**config.mk**
```make
export PLATFORM = sky130hd
export DESIGN_NAME = dmem_arbiter_flat
export DESIGN_NICKNAME = d
export VERILOG_FILES = /design/src/rtl/dmem_arbiter_pkg.sv /design/src/rtl/dmem_arbiter_if.sv /design/src/rtl/dmem_arbiter_rr_pick2.sv /design/src/rtl/dmem_arbiter.sv /design/src/flat_wrapper.sv
export SDC_FILE = /design/constraint.sdc
export NUM_CORES = 1
export LEC_CHECK = 0
export CAP_MARGIN = 10
export CORE_AREA = 2 2 96 98
export DETAILED_ROUTE_END_ITERATION = 6
export DIE_AREA = 0 0 98 100
export PLACE_DENSITY = 0.91
export SLEW_MARGIN = 10
export SYNTH_ARGS = -nofsm -noshare
export SYNTH_HDL_FRONTEND = slang
export SYNTH_SLANG_ARGS = --single-unit
export TNS_END_PERCENT = 1
```
**constraint.sdc**
```tcl
create_clock -name clk -period 2.8 [get_ports clk]
set_clock_uncertainty 0.15 [all_clocks]
set_input_delay 0.42 -clock clk [delete_from_list [all_inputs] [get_ports clk]]
set_output_delay 0.42 -clock clk [all_outputs]
set_load 0.005 [all_outputs]
```
**src/rtl/dmem_arbiter_pkg.sv**
```systemverilog
// dmem_arb_pkg: shared types and constants for the data-memory arbiter.
//   state_e            - ownership FSM states (IDLE, OWN0, OWN1)
//   REQ_CPU / REQ_AUX  - requester indices (CPU load/store path, secondary master)
//   DEFAULT_ADDR_W     - default word-index width
//   DEFAULT_MAX_HOLD   - default cap on locked grants while the other side waits
//   onehot2()          - requester index to one-hot grant vector
package dmem_arb_pkg;

  localparam int DEFAULT_ADDR_W   = 8;
  localparam int DEFAULT_MAX_HOLD = 4;

  localparam int REQ_CPU = 0;
  localparam int REQ_AUX = 1;

  typedef enum logic [1:0] {
    IDLE = 2'd0,
    OWN0 = 2'd1,
    OWN1 = 2'd2
  } state_e;

  function automatic logic [1:0] onehot2(input logic idx);
    return idx ? 2'b10 : 2'b01;
  endfunction

endpackage

```
**src/rtl/dmem_arbiter_if.sv**
```systemverilog
// dmem_arbiter_if: requester-side and memory-side signals of the arbiter.
//   Requester side: req_i, we_i, lock_i, addr0_i/addr1_i, wdata0_i/wdata1_i in;
//                   gnt_o, rvalid_o, rdata_o, err_o out.
//   Memory side:    mem_addr_o, mem_we_o, mem_re_o, mem_wdata_o out; mem_rdata_i in.
//   Modport slave is the arbiter's view, master is the environment's view.
interface dmem_arbiter_if #(
  parameter int ADDR_W = dmem_arb_pkg::DEFAULT_ADDR_W
);
  logic [1:0]        req_i;
  logic [1:0]        we_i;
  logic [1:0]        lock_i;
  logic [31:0]       addr0_i;
  logic [31:0]       addr1_i;
  logic [31:0]       wdata0_i;
  logic [31:0]       wdata1_i;
  logic [1:0]        gnt_o;
  logic [1:0]        rvalid_o;
  logic [31:0]       rdata_o;
  logic [1:0]        err_o;
  logic [ADDR_W-1:0] mem_addr_o;
  logic              mem_we_o;
  logic              mem_re_o;
  logic [31:0]       mem_wdata_o;
  logic [31:0]       mem_rdata_i;

  modport slave (
    input  req_i, we_i, lock_i, addr0_i, addr1_i, wdata0_i, wdata1_i, mem_rdata_i,
    output gnt_o, rvalid_o, rdata_o, err_o, mem_addr_o, mem_we_o, mem_re_o, mem_wdata_o
  );

  modport master (
    output req_i, we_i, lock_i, addr0_i, addr1_i, wdata0_i, wdata1_i, mem_rdata_i,
    input  gnt_o, rvalid_o, rdata_o, err_o, mem_addr_o, mem_we_o, mem_re_o, mem_wdata_o
  );
endinterface

```
**src/rtl/dmem_arbiter_rr_pick2.sv**
```systemverilog
// rr_pick2: combinational two-way round-robin picker.
//   req[1:0] in  - request per side
//   rr       in  - preferred side when both request
//   gnt[1:0] out - one-hot grant, or zero with no request
module rr_pick2
  import dmem_arb_pkg::*;
(
  input  logic [1:0] req,
  input  logic       rr,
  output logic [1:0] gnt
);

  always_comb begin
    gnt = req;
    if (&req) gnt = onehot2(rr);
  end

endmodule

```
**src/rtl/dmem_arbiter.sv**
```systemverilog
// dmem_arbiter: shares a single-port data memory between the CPU (requester 0)
// and a secondary master (requester 1). One access per cycle, read data
// registered one cycle after the grant, bounded locked bursts.
//   clk  in - clock, rising edge
//   rst  in - synchronous active-high reset
//   bus     - dmem_arbiter_if.slave: requests, grants, completions, memory port
module dmem_arbiter
  import dmem_arb_pkg::*;
#(
  parameter int ADDR_W   = DEFAULT_ADDR_W,
  parameter int MAX_HOLD = DEFAULT_MAX_HOLD
) (
  input  logic          clk,
  input  logic          rst,
  dmem_arbiter_if.slave bus
);

  localparam int HOLD_W = $clog2(MAX_HOLD + 1);

  state_e            state_q, state_d;
  logic              rr_q, rr_d;
  logic [HOLD_W-1:0] hold_q, hold_d;
  logic [1:0]        rvalid_q, rvalid_d;
  logic [1:0]        err_q, err_d;
  logic [31:0]       rdata_q, rdata_d;

  logic [1:0]        pick_gnt;
  logic [1:0]        gnt;
  logic              granted;
  logic              owner;      // index of the granted side, meaningful when granted
  logic [31:0]       sel_addr;
  logic [31:0]       sel_wdata;
  logic              sel_we;
  logic              sel_lock;
  logic              other_req;
  logic              in_range;
  logic              rd_fire;
  logic [HOLD_W-1:0] hold_inc;
  logic              unused_addr_lsbs;

  rr_pick2 u_pick (
    .req (bus.req_i),
    .rr  (rr_q),
    .gnt (pick_gnt)
  );

  // Grant: round-robin when nobody owns the memory, owner-only under lock.
  always_comb begin
    // NOTE: every combinational output gets a default first so no path leaves
    // it unassigned, which would otherwise infer a latch.
    gnt = '0;
    unique case (state_q)
      IDLE:    gnt = pick_gnt;
      OWN0:    gnt = bus.req_i[REQ_CPU] ? onehot2(1'b0) : 2'b00;
      OWN1:    gnt = bus.req_i[REQ_AUX] ? onehot2(1'b1) : 2'b00;
      default: gnt = '0;
    endcase
    if (rst) gnt = '0;
  end

  assign granted          = |gnt;
  assign owner            = gnt[REQ_AUX];
  assign sel_addr         = owner ? bus.addr1_i  : bus.addr0_i;
  assign sel_wdata        = owner ? bus.wdata1_i : bus.wdata0_i;
  assign sel_we           = bus.we_i[owner];
  assign sel_lock         = bus.lock_i[owner];
  assign other_req        = bus.req_i[~owner];
  assign in_range         = (sel_addr[31:ADDR_W+2] == '0);
  assign rd_fire          = granted & ~sel_we;
  assign hold_inc         = hold_q + HOLD_W'(1);
  assign unused_addr_lsbs = ^sel_addr[1:0];

  // Ownership FSM, round-robin pointer and hold counter. The hold counter
  // counts locked grants while the other side waits, including the grant that
  // takes the lock, so MAX_HOLD bounds the waiter's delay exactly.
  always_comb begin
    state_d = state_q;
    rr_d    = rr_q;
    hold_d  = hold_q;
    if (granted) begin
      if (state_q == IDLE && (&bus.req_i)) rr_d = ~owner;
      if (!sel_lock) begin
        state_d = IDLE;
        hold_d  = '0;
      end else if (other_req) begin
        if (hold_inc >= HOLD_W'(MAX_HOLD)) begin
          // Cap reached: release and hand the next contested slot to the waiter.
          state_d = IDLE;
          hold_d  = '0;
          rr_d    = ~owner;
        end else begin
          state_d = owner ? OWN1 : OWN0;
          hold_d  = hold_inc;
        end
      end else begin
        state_d = owner ? OWN1 : OWN0;
      end
    end else begin
      // No grant: either nobody asked, or the owner dropped its request.
      state_d = IDLE;
      hold_d  = '0;
    end
  end

  // Completion registers. Out-of-range accesses are granted but never reach
  // the memory; reads among them complete with zero data and an error.
  always_comb begin
    rvalid_d = rd_fire ? gnt : 2'b00;
    err_d    = (granted && !in_range) ? gnt : 2'b00;
    rdata_d  = rdata_q;
    if (rd_fire) rdata_d = in_range ? bus.mem_rdata_i : 32'h0;
  end

  always_ff @(posedge clk) begin
    // NOTE: state registers use non-blocking assignments so every flop samples
    // the pre-edge values regardless of statement order.
    if (rst) begin
      state_q  <= IDLE;
      rr_q     <= 1'b0;
      hold_q   <= '0;
      rvalid_q <= '0;
      err_q    <= '0;
      rdata_q  <= '0;
    end else begin
      state_q  <= state_d;
      rr_q     <= rr_d;
      hold_q   <= hold_d;
      rvalid_q <= rvalid_d;
      err_q    <= err_d;
      rdata_q  <= rdata_d;
    end
  end

  // Completions are masked while reset is held so an in-flight read that
  // meets reset is never reported.
  assign bus.gnt_o       = gnt;
  assign bus.rvalid_o    = rst ? 2'b00 : rvalid_q;
  assign bus.err_o       = rst ? 2'b00 : err_q;
  assign bus.rdata_o     = rst ? 32'h0 : rdata_q;
  assign bus.mem_addr_o  = sel_addr[ADDR_W+1:2];
  assign bus.mem_we_o    = granted & sel_we & in_range;
  assign bus.mem_re_o    = rd_fire & in_range;
  assign bus.mem_wdata_o = sel_wdata;

endmodule

```
**src/flat_wrapper.sv**
```systemverilog
// flat-port wrapper written by rule: the top's interface ports become plain ports
module dmem_arbiter_flat import dmem_arb_pkg::*;
#(
  parameter int ADDR_W   = DEFAULT_ADDR_W,
  parameter int MAX_HOLD = DEFAULT_MAX_HOLD
)
  (clk, rst, bus_req_i, bus_we_i, bus_lock_i, bus_addr0_i, bus_addr1_i, bus_wdata0_i, bus_wdata1_i, bus_mem_rdata_i, bus_gnt_o, bus_rvalid_o, bus_rdata_o, bus_err_o, bus_mem_addr_o, bus_mem_we_o, bus_mem_re_o, bus_mem_wdata_o);
  dmem_arbiter_if #(.ADDR_W(ADDR_W)) bus_i ();
  input  logic clk;
  input  logic rst;
  input wire logic [$bits(bus_i.req_i)-1:0] bus_req_i;
  input wire logic [$bits(bus_i.we_i)-1:0] bus_we_i;
  input wire logic [$bits(bus_i.lock_i)-1:0] bus_lock_i;
  input wire logic [$bits(bus_i.addr0_i)-1:0] bus_addr0_i;
  input wire logic [$bits(bus_i.addr1_i)-1:0] bus_addr1_i;
  input wire logic [$bits(bus_i.wdata0_i)-1:0] bus_wdata0_i;
  input wire logic [$bits(bus_i.wdata1_i)-1:0] bus_wdata1_i;
  input wire logic [$bits(bus_i.mem_rdata_i)-1:0] bus_mem_rdata_i;
  output wire logic [$bits(bus_i.gnt_o)-1:0] bus_gnt_o;
  output wire logic [$bits(bus_i.rvalid_o)-1:0] bus_rvalid_o;
  output wire logic [$bits(bus_i.rdata_o)-1:0] bus_rdata_o;
  output wire logic [$bits(bus_i.err_o)-1:0] bus_err_o;
  output wire logic [$bits(bus_i.mem_addr_o)-1:0] bus_mem_addr_o;
  output wire logic [$bits(bus_i.mem_we_o)-1:0] bus_mem_we_o;
  output wire logic [$bits(bus_i.mem_re_o)-1:0] bus_mem_re_o;
  output wire logic [$bits(bus_i.mem_wdata_o)-1:0] bus_mem_wdata_o;
  assign bus_i.req_i = bus_req_i;
  assign bus_i.we_i = bus_we_i;
  assign bus_i.lock_i = bus_lock_i;
  assign bus_i.addr0_i = bus_addr0_i;
  assign bus_i.addr1_i = bus_addr1_i;
  assign bus_i.wdata0_i = bus_wdata0_i;
  assign bus_i.wdata1_i = bus_wdata1_i;
  assign bus_i.mem_rdata_i = bus_mem_rdata_i;
  assign bus_gnt_o = bus_i.gnt_o;
  assign bus_rvalid_o = bus_i.rvalid_o;
  assign bus_rdata_o = bus_i.rdata_o;
  assign bus_err_o = bus_i.err_o;
  assign bus_mem_addr_o = bus_i.mem_addr_o;
  assign bus_mem_we_o = bus_i.mem_we_o;
  assign bus_mem_re_o = bus_i.mem_re_o;
  assign bus_mem_wdata_o = bus_i.mem_wdata_o;
  dmem_arbiter #(.ADDR_W(ADDR_W), .MAX_HOLD(MAX_HOLD)) u_core (.clk(clk), .rst(rst), .bus(bus_i));
endmodule
```
==> impl_metrics.ini <==
[clock_network]
cts_sinks = 42
cts_buffers = 5
cts_setup_buffers = 0
ctsHtreeMaxLevel = 2
cts_tree = done
clk-insertion-delay-late_ns = 0.30
cts-root-buf = clkbuf_8
hold_buffers = 0
clock_path_buffers = 2
clk_pin_slew_ns = 0.09

[floorplan]
die_area_mm2 = 0.009800
core_mm2 = 0.008890
io_pins = 248
die_height_um = 100
start_util_pct = 29.84
fp.dieW_um = 98
rows = 35

[drt]
drt-total-wl_um = 11640
dr.pass1.iters = 4
drtIter0Drc = 104
drt.antenna.violating_nets = 0
viasPerCell = 4.962
num_vias = 3563
drc_errors = 0
wl_per_cell_um = 16.22

[yosys]
avgSynthCellArea_um2 = 7.389
yosysMostFrequentCell = nand2_1
synth_edf_count = 0
async_reset_ff_share_pct = 0
ys_top_cells_by_count = nand2_1 (123), dfxtp_1 (42), nor2b_1 (38), nand4b_1 (32), o2bb2ai_1 (32)
yosysSeqAreaShare_pct = 31.70
synthTopCellsByArea = dfxtp_1 (32%), nand2_1 (17%), nand4b_1 (11%), o2bb2ai_1 (11%), nor2b_1 (9.0%)
ys_types = 37
synthesis.nets = 528
synth_flop_cell = dfxtp_1
yosys_warnings = 0
yosysTopAreaCell = dfxtp_1
synth_area_mm2 = 0.002653
ys_seq_elements = 42
synth_top_area_share_pct = 31.70
syn_inst = 359

[cells_and_area]
fin_util_pct = 61.24
final_nets = 772
fin_cells = 718
syn2layout_area_growth_pct = 105.2
drive_gt1_share_pct = 7.616
final_area_mm2 = 0.005444
fillers = 763

[timing]
setup_viol = 0
period_needed_ns = 2.696
tightestPinTransition_ns = 0.6364
rsz0062_at_grt = yes
hold_viol = 0
period_share_pct = 96.27
fin_hold_ws_ns = 0.3248
maxSlewHeadroom_pct = 57.21
fmax_mhz = 371.0
maxSlewViolCount = 0

[power]
switching_share_pct = 26.47
internal-power_mw = 1.241
comb_power_share_pct = 34.5
powerDensity_mw_per_mm2 = 310.1
p_leak_nw = 2.106
pwr-share-seq_pct = 36.2
ir_drop_uv = 299.2
switching_power_uw = 446.9
p_clk_share_pct = 29.3
p_total_mw = 1.688

[setup_path]
r2r_slack_ns = 0.66
cp_cell_sequence = or3b_4 -> nand2_4 -> clkinv_2 -> bufbuf_16 -> nand2_1 -> nand2_1 -> clkdlybuf4s50_1
slowest_delay_ns = 0.44
cpMostUsedCell = nand2_1
cp-end-kind = output pin
crit_fanout = 21
critical_path_required_ns = 2.23
cp-start-kind = register
cp.arrival_ns = 2.13
worstSetupPathType = register to output pin
cp_slowest_cell = clkdlybuf4s50_1

[hold_path]
hp-class = register to register

[global_routing]
grt_pass1_wl_um = 18260
grt.overflow.total = 0
grt_max_degree = 74
antenna_found_initial = 3
grtUsageTotal_pct = 23.20
grt_pass1_vias = 3669

[place]
place_inst = 706
port_buffers = 243
placed_area_mm2 = 0.005263
dpl.hpwl_um = 9002
globalplace.congestion = 0.8965

[flow_run]
cap_violations = 0

[status]
status = complete, no violations
through the flow:
stage,setup TNS [ns],worst slack [ns]
after floorplan,0,0.5220
after global placement,-9.257,-0.3958
after detailed placement,-9.708,-0.4091
after CTS,-0.005849,-0.005849
after global routing,-0.01487,-0.01357
final,0,0.1044
path summary, 6_finish.rpt:
check / from / endpoint / depth (start not counted)
max reg2reg: u_core.rr_q / u_core.rdata_q[31] / 6
min: u_core.hold_q[2] / u_core.hold_q[2] / 2
min reg2reg: u_core.hold_q[2] / u_core.hold_q[2] / 2
max: u_core.rr_q / bus_mem_wdata_o[13] / 7
routing by layer:
layer	vias to the layer above	track usage [%]	part of all wire [%]
met3	26	7.033	8.7
met2	166	41.04	51
li1	1747	-	-
met1	1624	25.93	38
met4	0	9.829	2.8
met5	-	0	0
cell type report:
cell class	count	area [um2]	share of cell area (%)
timing repair buffer	267	2635	48.40
clock inverter	3	43.79	0.8044
clock buffer	5	68.82	1.264
multi-input combinational	284	1694	31.12
sequential	42	843.3	15.49
tap	111	138.9	2.551
antenna	3	7.507	0.1379
inverter	3	12.51	0.2298
flip-flops by register name, indices dropped and copies added (netlist names):
name	cells
u_core.state_q	2
u_core.rdata_q	32
u_core.err_q	2
u_core.hold_q	3
u_core.rvalid_q	2
u_core.rr_q	1
worst max-delay path, delay by kind of cell (launching register included):
| family | cells | cell delay (ns) |
|---|---|---|
| flip-flops | 1 | 0.35 |
| AND/OR/NAND/NOR | 4 | 0.64 |
| buffers and inverters | 3 | 0.83 |
placed cells by master (no fill, tap or decap), types with 2 or more instances in the layout:
master	Yosys	layout
nand3_1	2	2
buf_12	0	2
nand4b_1	32	32
o2bb2ai_1	32	32
buf_4	0	21
clkinv_2	0	2
nor4_1	10	9
dfxtp_2	0	2
inv_1	2	2
dlygate4sd2_1	0	10
nor2b_1	38	38
nand2_1	123	122
nand2b_1	5	5
dfxtp_1	42	40
a2111oi_0	2	2
nor2_1	7	7
clkdlybuf4s50_1	0	230
o211ai_1	2	2
a21oi_1	2	2
and2_1	2	2
nor3_1	6	6
buf_2	8	2
diode_2	0	3
clkbuf_8	0	5
nand4_1	3	3
logic make-up (layout without fill, tap and decap cells):
family | count (synthesis) | in the layout | share of synthesized area, %
AOI/OAI and AO/OA | 47 | 47 | 15.38
xor gates and xnor gates | 1 | 1 | 0.3302
adders and majority gates | 1 | 1 | 0.4716
buffers and inverters | 33 | 278 | 5.896
DFF | 42 | 42 | 31.70
other | 0 | 3 | 0
and+or+nand+nor | 235 | 235 | 46.23
what timing repair did:
| action | in CTS | in global routing |
|---|---|---|
| resized for setup | 24 | 6 |
| setup endpoints to repair | 43 | 7 |
| gates cloned | 1 | 0 |
| pin swaps | 1 | 3 |
power groups by stage:
stage | clock network (mW) | logic [mW] | registers (mW)
after floorplan | 0 | 0.174 | 0.622
after CTS | 0.506 | 0.583 | 0.610
after global routing | 0.541 | 0.630 | 0.612
final | 0.495 | 0.582 | 0.611
after global placement | 0 | 0.562 | 0.623
after detailed placement | 0 | 0.570 | 0.624
(Power assumes the default switching activity.)
